[src/rtl/obstacle_spawner_if.sv]
// Handshake bundle between the obstacle spawner and its driver: control/random
// inputs toward the spawner, obstacle field and status back out.
interface obstacle_spawner_if #(
  parameter int X_W   = 10,
  parameter int SLOTS = 4
);
  logic [4:0]           rnd;
  logic                 tick;
  logic                 start;
  logic                 halt;
  logic [1:0]           state;
  logic [SLOTS-1:0]     active;
  logic [SLOTS*X_W-1:0] obs_x;
  logic [SLOTS*2-1:0]   obs_type;
  logic                 spawn;

  modport master (
    output rnd, tick, start, halt,
    input  state, active, obs_x, obs_type, spawn
  );

  modport slave (
    input  rnd, tick, start, halt,
    output state, active, obs_x, obs_type, spawn
  );
endinterface

[src/rtl/obstacle_spawner.sv]
// Scrolling obstacle field for the dinosaur game: moves obstacles left on each
// frame tick and spawns new ones from the LFSR word after randomised gaps.
module obstacle_spawner #(
  parameter int SCREEN_W = 640,
  parameter int X_W      = 10,
  parameter int SLOTS    = 4,
  parameter int SPEED    = 2,
  parameter int MIN_GAP  = 32
) (
  input logic               clk,
  input logic               RESET,
  obstacle_spawner_if.slave bus
);

  localparam int GAP_W = 7;
  localparam int IDX_W = (SLOTS > 1) ? $clog2(SLOTS) : 1;

  localparam logic [X_W-1:0]   SPAWN_X = X_W'(SCREEN_W - 1);
  localparam logic [X_W-1:0]   STEP    = X_W'(SPEED);
  localparam logic [GAP_W-1:0] GAP_MIN = GAP_W'(MIN_GAP);

  typedef enum logic [1:0] {
    S_IDLE = 2'd0,
    S_RUN  = 2'd1,
    S_HALT = 2'd2
  } state_t;

  state_t             state_q, state_d;
  logic [SLOTS-1:0]   active_q, active_d;
  logic [X_W-1:0]     x_q    [SLOTS];
  logic [X_W-1:0]     x_d    [SLOTS];
  logic [1:0]         type_q [SLOTS];
  logic [1:0]         type_d [SLOTS];
  logic [GAP_W-1:0]   gap_q, gap_d;
  logic               spawn_q, spawn_d;

  logic               free_found;
  logic [IDX_W-1:0]   free_idx;
  logic               do_tick;

  logic [SLOTS*X_W-1:0] obs_x_pk;
  logic [SLOTS*2-1:0]   obs_type_pk;

  assign do_tick = (state_q == S_RUN) && bus.tick && !bus.halt;

  // Lowest-index free slot, judged on the pre-tick active vector.
  always_comb begin
    free_found = 1'b0;
    free_idx   = '0;
    for (int i = SLOTS - 1; i >= 0; i--) begin
      if (!active_q[i]) begin
        free_found = 1'b1;
        free_idx   = IDX_W'(i);
      end
    end
  end

  always_comb begin
    state_d = state_q;
    unique case (state_q)
      S_IDLE:  if (bus.start) state_d = S_RUN;
      S_RUN:   if (bus.halt)  state_d = S_HALT;
      S_HALT:  if (bus.start) state_d = S_IDLE;
      default: state_d = S_IDLE;
    endcase
  end

  always_comb begin
    // NOTE: every output of this block gets a default first, so no path can
    // leave a variable unassigned and infer a latch.
    active_d = active_q;
    x_d      = x_q;
    type_d   = type_q;
    gap_d    = gap_q;
    spawn_d  = 1'b0;

    if (state_q == S_IDLE && bus.start) gap_d = GAP_MIN;
    if (state_q == S_HALT && bus.start) active_d = '0;

    if (do_tick) begin
      for (int i = 0; i < SLOTS; i++) begin
        if (active_q[i]) begin
          if (x_q[i] >= STEP) x_d[i] = x_q[i] - STEP;
          else                active_d[i] = 1'b0;
        end
      end

      // A full field keeps gap at 0, so the spawn is retried on later ticks.
      if (gap_q != '0) begin
        gap_d = gap_q - 1'b1;
      end else if (free_found) begin
        active_d[free_idx] = 1'b1;
        x_d[free_idx]      = SPAWN_X;
        type_d[free_idx]   = bus.rnd[1:0];
        gap_d              = GAP_MIN + GAP_W'({bus.rnd[4:2], 3'b000});
        spawn_d            = 1'b1;
      end
    end
  end

  always_ff @(posedge clk) begin
    if (!RESET) begin
      state_q  <= S_IDLE;
      active_q <= '0;
      gap_q    <= '0;
      spawn_q  <= 1'b0;
      // NOTE: the slot arrays are reset too, since obs_x/obs_type must read 0
      // after reset rather than stale positions.
      for (int i = 0; i < SLOTS; i++) begin
        x_q[i]    <= '0;
        type_q[i] <= '0;
      end
    end else begin
      // NOTE: non-blocking assignments so every register samples pre-edge values.
      state_q  <= state_d;
      active_q <= active_d;
      gap_q    <= gap_d;
      spawn_q  <= spawn_d;
      x_q      <= x_d;
      type_q   <= type_d;
    end
  end

  always_comb begin
    obs_x_pk    = '0;
    obs_type_pk = '0;
    for (int i = 0; i < SLOTS; i++) begin
      obs_x_pk[i*X_W +: X_W]  = x_q[i];
      obs_type_pk[2*i +: 2]   = type_q[i];
    end
  end

  assign bus.state    = state_q;
  assign bus.active   = active_q;
  assign bus.obs_x    = obs_x_pk;
  assign bus.obs_type = obs_type_pk;
  assign bus.spawn    = spawn_q;

endmodule

[src/flat_wrapper.sv]
// flat-port wrapper written by rule: the top's interface ports become plain ports
module obstacle_spawner_flat 
#(
  parameter int SCREEN_W = 640,
  parameter int X_W      = 10,
  parameter int SLOTS    = 4,
  parameter int SPEED    = 2,
  parameter int MIN_GAP  = 32
)
  (clk, RESET, bus_rnd, bus_tick, bus_start, bus_halt, bus_state, bus_active, bus_obs_x, bus_obs_type, bus_spawn);
  obstacle_spawner_if #(.X_W(X_W), .SLOTS(SLOTS)) bus_i ();
  input logic clk;
  input logic RESET;
  input wire logic [$bits(bus_i.rnd)-1:0] bus_rnd;
  input wire logic [$bits(bus_i.tick)-1:0] bus_tick;
  input wire logic [$bits(bus_i.start)-1:0] bus_start;
  input wire logic [$bits(bus_i.halt)-1:0] bus_halt;
  output wire logic [$bits(bus_i.state)-1:0] bus_state;
  output wire logic [$bits(bus_i.active)-1:0] bus_active;
  output wire logic [$bits(bus_i.obs_x)-1:0] bus_obs_x;
  output wire logic [$bits(bus_i.obs_type)-1:0] bus_obs_type;
  output wire logic [$bits(bus_i.spawn)-1:0] bus_spawn;
  assign bus_i.rnd = bus_rnd;
  assign bus_i.tick = bus_tick;
  assign bus_i.start = bus_start;
  assign bus_i.halt = bus_halt;
  assign bus_state = bus_i.state;
  assign bus_active = bus_i.active;
  assign bus_obs_x = bus_i.obs_x;
  assign bus_obs_type = bus_i.obs_type;
  assign bus_spawn = bus_i.spawn;
  obstacle_spawner #(.SCREEN_W(SCREEN_W), .X_W(X_W), .SLOTS(SLOTS), .SPEED(SPEED), .MIN_GAP(MIN_GAP)) u_core (.clk(clk), .RESET(RESET), .bus(bus_i));
endmodule
[config.mk]
export PLATFORM = sky130hd
export DESIGN_NAME = obstacle_spawner_flat
export DESIGN_NICKNAME = d
export VERILOG_FILES = /design/src/rtl/obstacle_spawner_if.sv /design/src/rtl/obstacle_spawner.sv /design/src/flat_wrapper.sv
export SDC_FILE = /design/constraint.sdc
export NUM_CORES = 1
export LEC_CHECK = 0
export ABC_AREA = 1
export BUFFER_PORTS_ARGS = -buffer_cell sky130_fd_sc_hd__buf_4
export CORE_UTILIZATION = 43
export CTS_CLUSTER_DIAMETER = 80
export DETAILED_ROUTE_END_ITERATION = 8
export GPL_TIMING_DRIVEN = 0
export SETUP_SLACK_MARGIN = 0.2
export SYNTH_ARGS = -nofsm -noshare
export SYNTH_HDL_FRONTEND = slang
export SYNTH_SLANG_ARGS = --single-unit
[constraint.sdc]
create_clock -name clk -period 2.3 [get_ports clk]
set_clock_uncertainty 0.2 [all_clocks]
set_input_delay 0.46 -clock clk [delete_from_list [all_inputs] [get_ports clk]]
set_output_delay 0.46 -clock clk [all_outputs]
set_load 0.03 [all_outputs]
==> results of run 1 <==
metal layers:
layer | part of all wire, % | global-route usage, % | wire, um
met3 | 5.5 | 4.293 | 502
met1 | 46 | 29.91 | 4190
met2 | 47 | 38.13 | 4291
met5 | 0 | 0 | 0
met4 | 0.93 | 7.258 | 84
state kept, by name, summed over array words and instances (netlist names):
signal               cells
u_core.bus.obs_x        40
u_core.bus.obs_type      8
u_core.bus.state         2
u_core.bus.spawn         1
u_core.gap_q             7
u_core.bus.active        4
repair_timing:
item / CTS / global route
hold endpoints to repair: 0 / 0
resized for setup: 1 / 6
setup buffers: 0 / 0
endpoints found under the setup margin: 2 / 26
worst min-delay path by stage:
stage,start,end,slack [ns],depth (start not counted)
after floorplan,u_core.gap_q[6],u_core.gap_q[6],0.25,2
after global placement,u_core.bus.obs_x[10],u_core.bus.obs_x[10],0.24,2
after detailed placement,u_core.bus.obs_x[10],u_core.bus.obs_x[10],0.24,2
after CTS,bus_halt,u_core.bus.state[1],0.17,3
after global routing,bus_halt,u_core.bus.state[1],0.19,3
final,bus_halt,u_core.bus.state[1],0.19,3
cell type report:
class | instances | area (um^2)
clock buffer | 13 | 158.9
sequential | 62 | 1241
clock inverter | 1 | 30.03
timing repair buffer | 63 | 473.0
inverter | 84 | 325.3
multi-input combinational | 345 | 1747
buffer | 14 | 98.84
fill | 751 | 3249
tap | 99 | 123.9
cell usage after synthesis:
library cell	number
sky130_fd_sc_hd__a31oi_1	4
sky130_fd_sc_hd__o21ai_0	28
sky130_fd_sc_hd__o211ai_1	4
sky130_fd_sc_hd__nand4_1	15
sky130_fd_sc_hd__dfxtp_1	62
sky130_fd_sc_hd__nand3_4	3
sky130_fd_sc_hd__inv_2	2
sky130_fd_sc_hd__nand2_2	3
sky130_fd_sc_hd__or2_0	1
sky130_fd_sc_hd__or2_2	2
sky130_fd_sc_hd__xor2_1	4
sky130_fd_sc_hd__buf_8	1
sky130_fd_sc_hd__inv_6	1
sky130_fd_sc_hd__nand3b_1	5
sky130_fd_sc_hd__clkbuf_1	4
sky130_fd_sc_hd__clkinv_1	1
sky130_fd_sc_hd__inv_4	1
sky130_fd_sc_hd__nand3_1	52
sky130_fd_sc_hd__a21oi_1	29
sky130_fd_sc_hd__nor3b_1	1
sky130_fd_sc_hd__buf_4	2
sky130_fd_sc_hd__nor2_4	7
sky130_fd_sc_hd__nor3_1	10
sky130_fd_sc_hd__nor2_1	54
sky130_fd_sc_hd__buf_6	3
sky130_fd_sc_hd__nor2_2	2
sky130_fd_sc_hd__inv_1	79
sky130_fd_sc_hd__o2111ai_1	1
sky130_fd_sc_hd__nand2_1	111
sky130_fd_sc_hd__buf_2	4
sky130_fd_sc_hd__ha_1	5
sky130_fd_sc_hd__o21ai_1	1
sky130_fd_sc_hd__o21bai_1	1
sky130_fd_sc_hd__a211oi_1	2
critical path: stages, from the launching register on:
cell and delay (ns):
sky130_fd_sc_hd__dfxtp_1 0.33, sky130_fd_sc_hd__inv_1 0.12, sky130_fd_sc_hd__ha_2 0.21, sky130_fd_sc_hd__nand2_1 0.10, sky130_fd_sc_hd__nor2_4 0.13, sky130_fd_sc_hd__nand2_4 0.14
sky130_fd_sc_hd__nor2_4 0.24, sky130_fd_sc_hd__inv_2 0.12, sky130_fd_sc_hd__nand2_1 0.07, sky130_fd_sc_hd__o21ai_0 0.07, sky130_fd_sc_hd__a21oi_1 0.13
where the power goes:
part / total, mW / switching [mW] / leakage (nW) / internal [mW]
clock network: 0.954 / 0.405 / 0.0956 / 0.549
logic: 0.254 / 0.173 / 1.45 / 0.0809
registers: 1.10 / 0.0154 / 0.501 / 1.09
kinds of logic (layout without fill, tap and decap cells):
kind of cell / Yosys count / after routing / synth area share (%)
and+or+nand+nor: 266 / 266 / 36.90
buffers and inverters: 98 / 175 / 12.45
AOI/OAI and AO/OA: 70 / 70 / 11.12
DFF: 62 / 62 / 36.65
adders and majority gates: 5 / 5 / 1.847
xor gates and xnor gates: 4 / 4 / 1.034
==> run summary, run 1 <==
The number of distinct standard cells referenced by the synthesized netlist came out at 34. In the final layout, the share of cells above drive strength 1 is a little under a fifth. By area the synthesized netlist is led by sky130_fd_sc_hd__dfxtp_1, sky130_fd_sc_hd__nand2_1, sky130_fd_sc_hd__inv_1, sky130_fd_sc_hd__nand3_1, sky130_fd_sc_hd__nor2_1. Timing analysis after detailed placement gives a worst setup slack of approximately 0.13 ns. The maximum resistive drop on vdd is 0.0003072 V. For this run, design rule violations remaining after detail routing come to 0. The final antenna-violating net count came out at 0. The worst hold slack across all endpoints came out at approximately 0.19 ns. For the worst setup path, the data required time is between 2 and 2.5 ns. The final net count is about 600. The first global-routing pass estimated between 15 and 20 mm of wire. The flow ran to the end, and the final reports show no timing, DRC or antenna violations. The vias after detailed routing came out at around 3500. The final RePlAce weighted congestion came out at between 0.8 and 0.9. The top cell types in the final layout, fill and taps aside, are sky130_fd_sc_hd__nand2_1, sky130_fd_sc_hd__inv_1, sky130_fd_sc_hd__buf_4, sky130_fd_sc_hd__dfxtp_1, sky130_fd_sc_hd__nor2_1. The number of top-level design ports came out at 65. The capturing point of the worst reg2reg path is u_core.bus.obs_x[29]. The finished layout holds 681 standard cells, fillers aside. The root buffer cell chosen for the clock tree is sky130_fd_sc_hd__clkbuf_8.

The count of cells along the worst register-to-register path came out at 10. The wire length reported by the detailed router came out at between 9 and 10 mm. The routed design could run at a clock period as short as 1.941 ns. The total inserted antenna cells is 0.

The highest attainable clock frequency came out at slightly above 0.5 GHz. The type of element launching the critical path is a register. The synthesized netlist occupies a cell area of 3387 um^2. The type of the worst setup path is reg2reg.

The total of buffers placed on input and output ports is 63. The clock reaches the later pin of the worst-skew pair after roughly 0.34 ns. The worst-path maximum fanout is 9. Dividing total power by cell area gives a power density of 550.8 nW/um^2. The die height is ~90 um. The initial core utilization came out at 45.48%.

In this run the worst setup path begins at u_core.gap_q[0]. The setup slack after layout came out at 0.3591 ns. After detailed placement, the total cell area comes to ~4000 um^2. The maximum number of pins on one net before global-route repair came out at 11.

The hold violation total from the final report was 0. The worst setup path is captured at a register. The transition time at the pin with the least slew margin came out at 0.6748 ns. The number of placement rows is 31.

The count of TritonRoute iterations in the first routing pass came out at 5. sky130_fd_sc_hd__dfxtp_1 takes more of the synthesized area than any other cell. The clock sink total is between 60 and 70.

The number of design-rule violations left by the first detailed-router iteration is about 190. The portion of the post-synthesis area used by sequential elements came out at 36.65%. The number of instances in the synthesized netlist came out at slightly above 500. Detailed placement ended at an HPWL of roughly 6.6 mm. Setup repair after global routing left no endpoint under its margin. In this run the mean area of a mapped cell was between 6 and 7 um^2. The overall power of the completed layout came out at 2.312 mW.

The area added between synthesis and finish is 23.94%. The final-report setup violation count is 0. The total global routing track utilization is a little under a quarter.

Leaving out fill and tap cells, the most frequent cell in the layout is sky130_fd_sc_hd__nand2_1. When the netlist entered floorplanning its net count stood at 520. The top cell type's share of synthesized area is 36.65%. The hold buffer count at cts is 0. After clock tree synthesis, the clock-pin slew on the worst setup and hold paths is approximately 0.060 ns. The per-cell routed wire length came out at roughly 13 um. The post-route fraction of the period consumed by the critical path is ~84%. The via count of the first global-routing pass was 3150.

The die area came out at between 8000 and 9000 um^2. The aggregate negative setup slack came out at 0 ns. The number of instances in the placed design is about 670.

The H-tree level count is 3. The tightest min-delay check is of the in2reg type. The global route total overflow came out at 0. In this run the horizontal extent of the chip is approximately 91 um. The register bit total from synthesis is 62. The area inside the core boundary came out at 7447 um^2. The number of antenna violations at the first check in global routing came out at 0.

The critical path ends at u_core.bus.obs_x[29]. TritonCTS built the clock tree. In this run the critical register-to-register path is launched from u_core.gap_q[0]. The leakage power is roughly 2.0 nW. The mean number of vias per cell came out at between 5 and 6.

Cells fill a little under three fifths of the core in the end. The worst slew margin relative to its limit came out at around 55%. The number of buffers added by the clock tree synthesis step is 9.

The count of pins over their slew limit came out at 0. The tool flagged a number of max-cap violations equal to 0. The final design instance area without fill came out at ~4200 um^2.

The data arrival at the endpoint of the critical path is 2.00 ns. No sink is reached through more buffers than the 2 on the longest clock path. The slack of the worst reg-to-reg path came out at 0.36 ns.

Yosys printed 0 warnings.
No activity file was read; power rests on OpenSTA's default activity.
==> run 2, diff against run 1 <==
--- a/config.mk
+++ b/config.mk
@@ -5,7 +5,7 @@
 export SDC_FILE = /design/constraint.sdc
 export NUM_CORES = 1
 export LEC_CHECK = 0
-export ABC_AREA = 1
+export ABC_AREA = 0
 export BUFFER_PORTS_ARGS = -buffer_cell sky130_fd_sc_hd__buf_4
 export CORE_UTILIZATION = 43
 export CTS_CLUSTER_DIAMETER = 80
==> constraint.sdc (replaced) <==
create_clock -name clk -period 1.9 [get_ports clk]
set_clock_uncertainty 0.2 [all_clocks]
set_input_delay 0.38 -clock clk [delete_from_list [all_inputs] [get_ports clk]]
set_output_delay 0.38 -clock clk [all_outputs]
set_load 0.03 [all_outputs]
==> run 2 against run 1 <==
Hold slack worse by 0.071 ns; critical endpoint is now u_core.bus.obs_x[33]; final area increased by 19%; the flow now finishes with violations (negative setup slack); global-route usage is 3.3 points higher; non-clock buffer count increased by 59; fmax decreased by 11%; largest power group unchanged; utilization increased by 12 points; wire length grew 14%.
==> run summary, run 2 <==
The run finished, with violations left. The checks that failed: negative setup slack. The multi-input gate area in the final layout is 2201 um^2 (+26%). The worst hold path begins at bus_rnd[0]. The number of antenna violations at the first check in global routing is 0 (unchanged). The capturing point of the worst reg2reg path is u_core.bus.obs_x[33]. The clock input transition at the sequential cells of the worst setup and hold paths was 0.08 ns (+0.02 ns). The number of distinct standard cells referenced by the synthesized netlist is 66 (+94%). Setup repair after global routing could not meet its margin everywhere. The number of placement rows was 31 (unchanged). Yosys attributes the largest share of cell area to sky130_fd_sc_hd__dfxtp_1, sky130_fd_sc_hd__a21oi_1, sky130_fd_sc_hd__nor2_1, sky130_fd_sc_hd__nand2_1, sky130_fd_sc_hd__nor4_4. The share of flip-flops with an asynchronous set or reset after synthesis is 0% (unchanged). The number of nets produced by synthesis came to 392 (-25%). The count of cells along the worst register-to-register path is 8 (-2). The number of buffers added by the clock tree synthesis step is 9 (unchanged).

In this run the clock root is driven by a sky130_fd_sc_hd__clkbuf_8. The count of unresolved DRC violations after routing is 0 (unchanged). The final RePlAce weighted congestion is 0.8231 (-4.9%). The clock sink total was 62 (unchanged). The flip-flop count of the largest register after layout is 40 (unchanged). The maximum number of pins on one net before global-route repair came to 12 (+1). The worst-path maximum fanout is 7 (-2). The number of enable flip-flop cells after synthesis came out at 0 (unchanged). The highest attainable clock frequency is 0.4586 GHz (-11%). The final critical-path required period came out at 2.180 ns (+0.2395 ns). The portion of the post-synthesis area used by sequential elements is 37.63% (+0.99 points). The setup path with the least slack is of type reg2reg. The area of all sequential standard cells came out at 1292 um^2 (+4.1%). The leakage power was 1.998 nW (-2.2%).

The count of TritonRoute iterations in the first routing pass came out at 5 (unchanged). The initial core utilization was 44.99% (-0.49 points). The number of instances in the placed design was 540 (-19%).

The total inserted antenna cells came to 0 (unchanged). The wire length reported by the detailed router came to 10.34 mm (+14%). The final standard cell count with taps included and fillers excluded is 606 (-11%). The number of instances in the synthesized netlist came out at 377 (-25%).

The top cell type's share of synthesized area came out at 37.63% (+0.99 points). The worst hold slack across all endpoints came out at 0.1181 ns (-0.07056 ns). The register bit total from synthesis came out at 62 (unchanged). The number of buffers on the longest clock path came out at 2 (unchanged).

The worst setup path startpoint is u_core.gap_q[0]. The H-tree level count came out at 3 (unchanged). The total of buffers placed on input and output ports is 64 (+1.6%). The vias after detailed routing is 3518 (+0.31%). The aggregate negative setup slack came out at -6.350 ns (-6.350 ns). The source-to-sink clock delay at the later pin of the worst-skew pair is 0.34 ns (about the same).

The global route total overflow was 0 (unchanged). In the synthesized netlist the dominant register cell turns out to be sky130_fd_sc_hd__dfxtp_1. The total power divided by cell area came out at 597.0 nW/um^2 (+8.4%). The die height came out at 89.58 um (-1.3%).

The mean number of vias per cell came out at 5.805 (+13%). The mean cell area of the mapped netlist is 8.748 um^2 (+30%). The hold buffer count at cts is 0 (unchanged).

The type of element launching the critical path is a register. In the layout the commonest cells are sky130_fd_sc_hd__buf_4, sky130_fd_sc_hd__dfxtp_1, sky130_fd_sc_hd__nor2_1, sky130_fd_sc_hd__nand2_1, sky130_fd_sc_hd__a21oi_1. The number of filler instances in the final layout is 611 (-19%). The library cell occupying the most area in the post-synthesis netlist is sky130_fd_sc_hd__dfxtp_1. The data arrival at the endpoint of the critical path came out at 2.27 ns (+0.27 ns).

The number of top-level design ports came out at 65 (unchanged). The total global routing track utilization came out at 26.22% (+3.3 points). The share of post-route cells with drive strength above 1 came out at 47.73% (+29 points). The HPWL after detailed placement is 6.648 mm (about the same). The die area came out at 8025 um^2 (-2.6%). The via count of the first global-routing pass is 3148 (-0.063%).

The transition time at the pin with the least slew margin came out at 0.6483 ns (-0.02649 ns). The area added between synthesis and finish is 51.25%. The die outline width is 89.58 um (-1.3%).

Sorting the synthesized cells by how often they occur yields sky130_fd_sc_hd__dfxtp_1, sky130_fd_sc_hd__nor2_1, sky130_fd_sc_hd__nand2_1, sky130_fd_sc_hd__a21oi_1, sky130_fd_sc_hd__inv_1. The number of design-rule violations left by the first detailed-router iteration is 122 (-34%). The number of violations of the max-capacitance limit came to 0 (unchanged). The critical path ends at u_core.bus.obs_x[33]. The final net count is 517 (-13%).

The sort of element at the end of the critical path is a register. The count of pins over their slew limit is 0 (unchanged). The total of warnings raised by yosys came out at 0 (unchanged). The critical path data required time is 1.99 ns (-0.37 ns).

The area of the mapped netlist is 3298 um^2 (-2.6%). The maximum resistive drop on vdd is 0.0003920 V (+28%). The worst hold path belongs to the class in2reg. The final-report setup violation count came out at 44 (+44). The most repeated cell in the gate-level netlist after synthesis is sky130_fd_sc_hd__dfxtp_1. The final antenna-violating net count came out at 0 (unchanged).

TritonCTS built the clock tree. The slack of the worst reg-to-reg path is -0.28 ns (-0.64 ns). The per-cell routed wire length came out at 17.06 um (+28%). The post-route fraction of the period consumed by the critical path came to 114.8% (+30 points).

The first-pass GRT wire length is 15.90 mm (+4.8%). The area inside the core boundary is 7331 um^2 (-1.6%). The setup slack after layout is -0.2804 ns (-0.6395 ns). The hold violation total from the final report is 0 (unchanged).

The worst slew margin relative to its limit is 56.78% (+1.8 points). Leaving out fill and tap cells, the most frequent cell in the layout is sky130_fd_sc_hd__buf_4. The startpoint identified for the worst register-to-register timing path is u_core.gap_q[0].
-- run 2: worst max-delay path, stage by stage (launching register included) --
cell,delay (ns)
sky130_fd_sc_hd__dfxtp_2,0.32
sky130_fd_sc_hd__inv_2,0.08
sky130_fd_sc_hd__ha_4,0.13
sky130_fd_sc_hd__or3b_4,0.38
sky130_fd_sc_hd__buf_8,0.15
sky130_fd_sc_hd__or4_4,0.48
sky130_fd_sc_hd__buf_6,0.15
sky130_fd_sc_hd__o211ai_2,0.06
sky130_fd_sc_hd__o311a_1,0.17
-- run 2: what timing repair did --
action	in CTS	in global routing
gates resized for setup	48	36
pin swaps	37	28
buffers inserted	37	13
setup endpoints to repair	62	61
-- run 2: routing by layer --
layer  wire length [um]  vias to the layer above  global-route usage, %  share of wire, %
met5                  0                        -                      0                 0
met2               5053                      115                  42.36                49
li1                   -                     1701                      -                 -
met1               4515                     1685                  35.21                44
met4                126                        0                  9.812               1.2
met3                644                       17                  4.296               6.2
-- run 2: final cells by class --
class / instances / share of cell area (%)
inverter: 19 / 1.430
clock buffer: 11 / 2.634
clock inverter: 5 / 1.505
buffer: 22 / 3.863
timing repair buffer: 114 / 18.06
sequential: 62 / 25.91
multi-input combinational: 274 / 44.12
tap: 99 / 2.483
-- run 2: kinds of logic (layout without fill, tap and decap cells) --
kind of cell	Yosys count	in the layout	share of synthesized area, %
adder cells (fa/ha/maj)	5	5	1.897
multiplexers	6	6	1.935
flip-flops	62	62	37.63
AO/OA/AOI/OAI	95	95	21.85
AND/OR/NAND/NOR	166	166	30.39
XOR/XNOR	2	2	0.5312
buffers and inverters	41	171	5.766
-- run 2: stage by stage --
step	cell area, um^2	power, mW	worst slack [ns]	utilization (%)
after floorplan	3446	1.539	-0.1857	-
after global placement	4050	1.629	-0.4982	55.25
after detailed placement	4050	1.630	-0.5027	55.25
after CTS	4736	2.940	-0.2444	64.60
after global routing	4989	3.080	-0.3347	68.05
final	4989	2.978	-0.2804	68.05
-- run 2: where the power goes --
group	total, mW	internal (mW)	switching, mW
Sequential	1.33	1.31	0.0220
Clock	1.26	0.733	0.527
Combinational	0.389	0.175	0.214
Total	2.98	2.21	0.763
-- run 2: worst min-delay path by stage --
stage               cells after the start                     end  slack [ns]
floorplan                               1         u_core.gap_q[1]        0.28
detailed placement                      2  u_core.bus.obs_type[6]        0.25
finish                                  3  u_core.bus.obs_type[2]        0.12
CTS                                     3  u_core.bus.obs_type[2]        0.11
global placement                        2  u_core.bus.obs_type[0]        0.25
global route                            3  u_core.bus.obs_type[2]        0.12
==> run 3, diff against run 2 <==
--- a/config.mk
+++ b/config.mk
@@ -7,10 +7,13 @@
 export LEC_CHECK = 0
 export ABC_AREA = 0
 export BUFFER_PORTS_ARGS = -buffer_cell sky130_fd_sc_hd__buf_4
-export CORE_UTILIZATION = 43
+export CAP_MARGIN = 15
+export CORE_UTILIZATION = 55
 export CTS_CLUSTER_DIAMETER = 80
+export CTS_CLUSTER_SIZE = 30
 export DETAILED_ROUTE_END_ITERATION = 8
 export GPL_TIMING_DRIVEN = 0
+export PLACE_DENSITY = 0.8
 export SETUP_SLACK_MARGIN = 0.2
 export SYNTH_ARGS = -nofsm -noshare
 export SYNTH_HDL_FRONTEND = slang
==> run 3 against run 2 <==
The flow still finishes with violations (negative setup slack); clock power increased by 11%; setup slack got worse by 0.074 ns; first-iteration DRC count increased to 4.4 times the previous value; combinational power increased by 1%; total power increased by 5.2%; critical path type unchanged; critical endpoint is now u_core.bus.obs_x[2]; largest cell class unchanged; largest power group is now clock; highest routed layer unchanged.
==> run summary, run 3 (synthesis gave the netlist of run 2 again) <==
The flow ran to the end, but the final reports show violations. The worst slew margin relative to its limit came out at 54.66% (-2.1 points). The maximum resistive drop on vdd is 0.0004760 V (+21%).

The die area came out at 6311 um^2 (-21%). The H-tree level count is 3 (unchanged). Leaving out fill and tap cells, the most frequent cell in the layout is sky130_fd_sc_hd__buf_4. The largest individual stage delay along the critical path comes from the cell sky130_fd_sc_hd__or3b_1. The count of pins over their slew limit is 0 (unchanged). The transition time at the pin with the least slew margin came out at 0.6802 ns (+0.03186 ns). The HPWL after detailed placement was 6.454 mm (-2.9%).

The source-to-sink clock delay at the later pin of the worst-skew pair came out at 0.36 ns (+0.02 ns). The share of post-route cells with drive strength above 1 is 50.20% (+2.5 points). The number of filler instances in the final layout came out at 226 (-63%). The flip-flop count of the largest register after layout was 40 (unchanged). The critical path data required time is 1.95 ns (-0.04 ns). The setup slack after layout is -0.3541 ns (-0.07369 ns).

The final-report setup violation count came out at 50 (+14%). The worst setup path is launched from a register. The worst-path maximum fanout came out at 6 (-1). The maximum number of pins on one net before global-route repair is 11 (-1). The post-route fraction of the period consumed by the critical path is 118.6% (+3.9 points).

The global route total overflow is 0 (unchanged). The final antenna-violating net count came to 0 (unchanged). The cell type group with the largest total delay on the critical path is buffers and inverters. The delay of the slowest cell on the worst path came to 0.38 ns (-0.10 ns). In this run the clock root is driven by a sky130_fd_sc_hd__clkbuf_8.

The worst register-to-register path begins at u_core.gap_q[0]. The type of the worst setup path is reg2reg. The vias after detailed routing came out at 4091 (+16%). The final critical-path required period was 2.254 ns (+0.07369 ns).

The count of TritonRoute iterations in the first routing pass is 5 (unchanged). The mean number of vias per cell is 7.127 (+23%). The buffering stage count on the worst path with inverters included is 5 (+2). The critical path starts at u_core.gap_q[0]. The area inside the core boundary is 5642 um^2 (-23%). The clock sink total came out at 62 (unchanged). The area of all sequential standard cells is 1290 um^2 (-0.19%). The area added between synthesis and finish came out at 53.07%.

The number of design-rule violations left by the first detailed-router iteration came out at 540 (+340%). The checks that failed: negative setup slack. The per-cell routed wire length is 23.39 um (+37%).

The number of placement rows came to 27 (-13%). The multi-input gate area in the final layout came to 2283 um^2 (+3.8%). The overall power of the completed layout is 3.132 mW (+5.2%). The number of top-level design ports came out at 65 (unchanged). The initial core utilization came out at 58.46% (+13 points). The number of antenna violations at the first check in global routing came to 0 (unchanged). The highest attainable clock frequency was 0.4436 GHz (-3.3%).

The final net count is 512 (-0.97%). The count of unresolved DRC violations after routing came out at 0 (unchanged). The hold violation total from the final report is 0 (unchanged).

The routed metal-1 wire length is 4.919 mm (+8.9%). The total inserted antenna cells is 0 (unchanged). The sort of element at the end of the critical path is a register. The number of violations of the max-capacitance limit was 0 (unchanged). The hold path startpoint is bus_rnd[1]. The total of buffers placed on input and output ports came out at 64 (unchanged). The top routing layer in use is met4.

The via count of the first global-routing pass came out at 3528 (+12%). Setup repair after global routing could not meet its margin everywhere. The data arrival at the endpoint of the critical path is 2.30 ns (+0.03 ns).

The number of buffers on the longest clock path came out at 2 (unchanged). The first-pass GRT wire length came out at 17.10 mm (+7.6%). The die height is 79.44 um (-11%). The final RePlAce weighted congestion came to 0.8811 (+7.0%). The number of buffers added by the clock tree synthesis step is 9 (unchanged). The total power divided by cell area is 620.5 nW/um^2 (+3.9%). The leakage power was 2.014 nW (+0.79%). The clock input transition at the sequential cells of the worst setup and hold paths came to 0.08 ns (about the same).

The hold buffer count at cts is 0 (unchanged). The length of routed met3 wiring is 1.478 mm (+130%). In the layout the commonest cells are sky130_fd_sc_hd__buf_4, sky130_fd_sc_hd__dfxtp_1, sky130_fd_sc_hd__nor2_1, sky130_fd_sc_hd__nand2_1, sky130_fd_sc_hd__buf_6. The aggregate negative setup slack was -10.48 ns (-4.125 ns). The signal on the critical path passes through inv_2 > ha_4 > or3b_1 > buf_6 > buf_4 > buf_4 > nor2_4 > buf_6 > a22oi_1 > o32ai_1. The total length of routed met2 wires is 6.111 mm (+21%). The die outline width was 79.44 um (-11%).

TritonCTS built the clock tree. The wire length reported by the detailed router is 13.42 mm (+30%). The type of the tightest min-delay check is in2reg.

The total global routing track utilization came to 35.40% (+9.2 points).
run 3: changes by cell type in the layout (fill, tap and decap cells not counted), moves of 3 or more:
cell / before / now
sky130_fd_sc_hd__a21oi_2: 9 / 13
sky130_fd_sc_hd__buf_6: 17 / 22
sky130_fd_sc_hd__nand2_1: 27 / 24
sky130_fd_sc_hd__a21oi_1: 20 / 16
sky130_fd_sc_hd__clkbuf_8: 9 / 12
sky130_fd_sc_hd__buf_4: 103 / 95
run 3: power breakdown:
group          internal [mW]  leakage (nW)  total (mW)  switching [mW]
Clock                  0.846         0.120        1.40           0.559
Combinational          0.158          1.38       0.393           0.235
Sequential              1.31         0.515        1.33          0.0265
Total                   2.31          2.01        3.13           0.820
run 3: area by class of cell:
cell class	instances	share of cell area [%]
plain buffers	22	3.916
clock buffers	13	3.346
clock inverters	3	1.289
inverters	19	1.413
multi-input cells	274	45.23
flip-flops and latches	62	25.55
well taps	72	1.784
repair buffers	109	17.47
run 3: repair_timing:
item | in CTS | in global routing
cloned | 1 | 0
pin swaps | 27 | 38
endpoints found under the setup margin | 60 | 62
resized for setup | 50 | 57
setup buffers | 35 | 9
hold endpoints to repair | 0 | 0
run 3: tightest hold or removal path, cell delays in order:
cell and delay (ns):
sky130_fd_sc_hd__buf_4 0.14, sky130_fd_sc_hd__nand2_4 0.06, sky130_fd_sc_hd__a21oi_2 0.04
run 3: through the flow:
| step | hold slack (ns) | cell area [um^2] | worst slack [ns] | utilization, % | std cells |
|---|---|---|---|---|---|
| 2_1_floorplan | 0.2800 | 3446 | -0.1857 | - | 377 |
| 3_3_place_gp | 0.2478 | 4016 | -0.4357 | 71.19 | 513 |
| 3_5_place_dp | 0.2567 | 4016 | -0.5063 | 71.19 | 513 |
| 4_1_cts | 0.1103 | 4742 | -0.2426 | 84.05 | 565 |
| 5_1_grt | 0.1049 | 5049 | -0.3692 | 89.49 | 574 |
| 6_report | 0.1032 | 5049 | -0.3541 | 89.49 | 574 |
run 3: metal layers:
metal | vias up | track usage (%)
li1 | 1688 | -
met1 | 1897 | 43.13
met2 | 391 | 57.09
met3 | 115 | 5.714
met4 | 0 | 23.82
met5 | - | 0
run 3: final timing paths:
kind,cells after the start,slack [ns],endpoint
setup / recovery,10,-0.35,u_core.bus.obs_x[2]
hold / removal,3,0.10,u_core.bus.obs_type[3]
setup reg to reg,10,-0.35,u_core.bus.obs_x[2]
hold reg to reg,2,0.28,u_core.bus.obs_type[6]
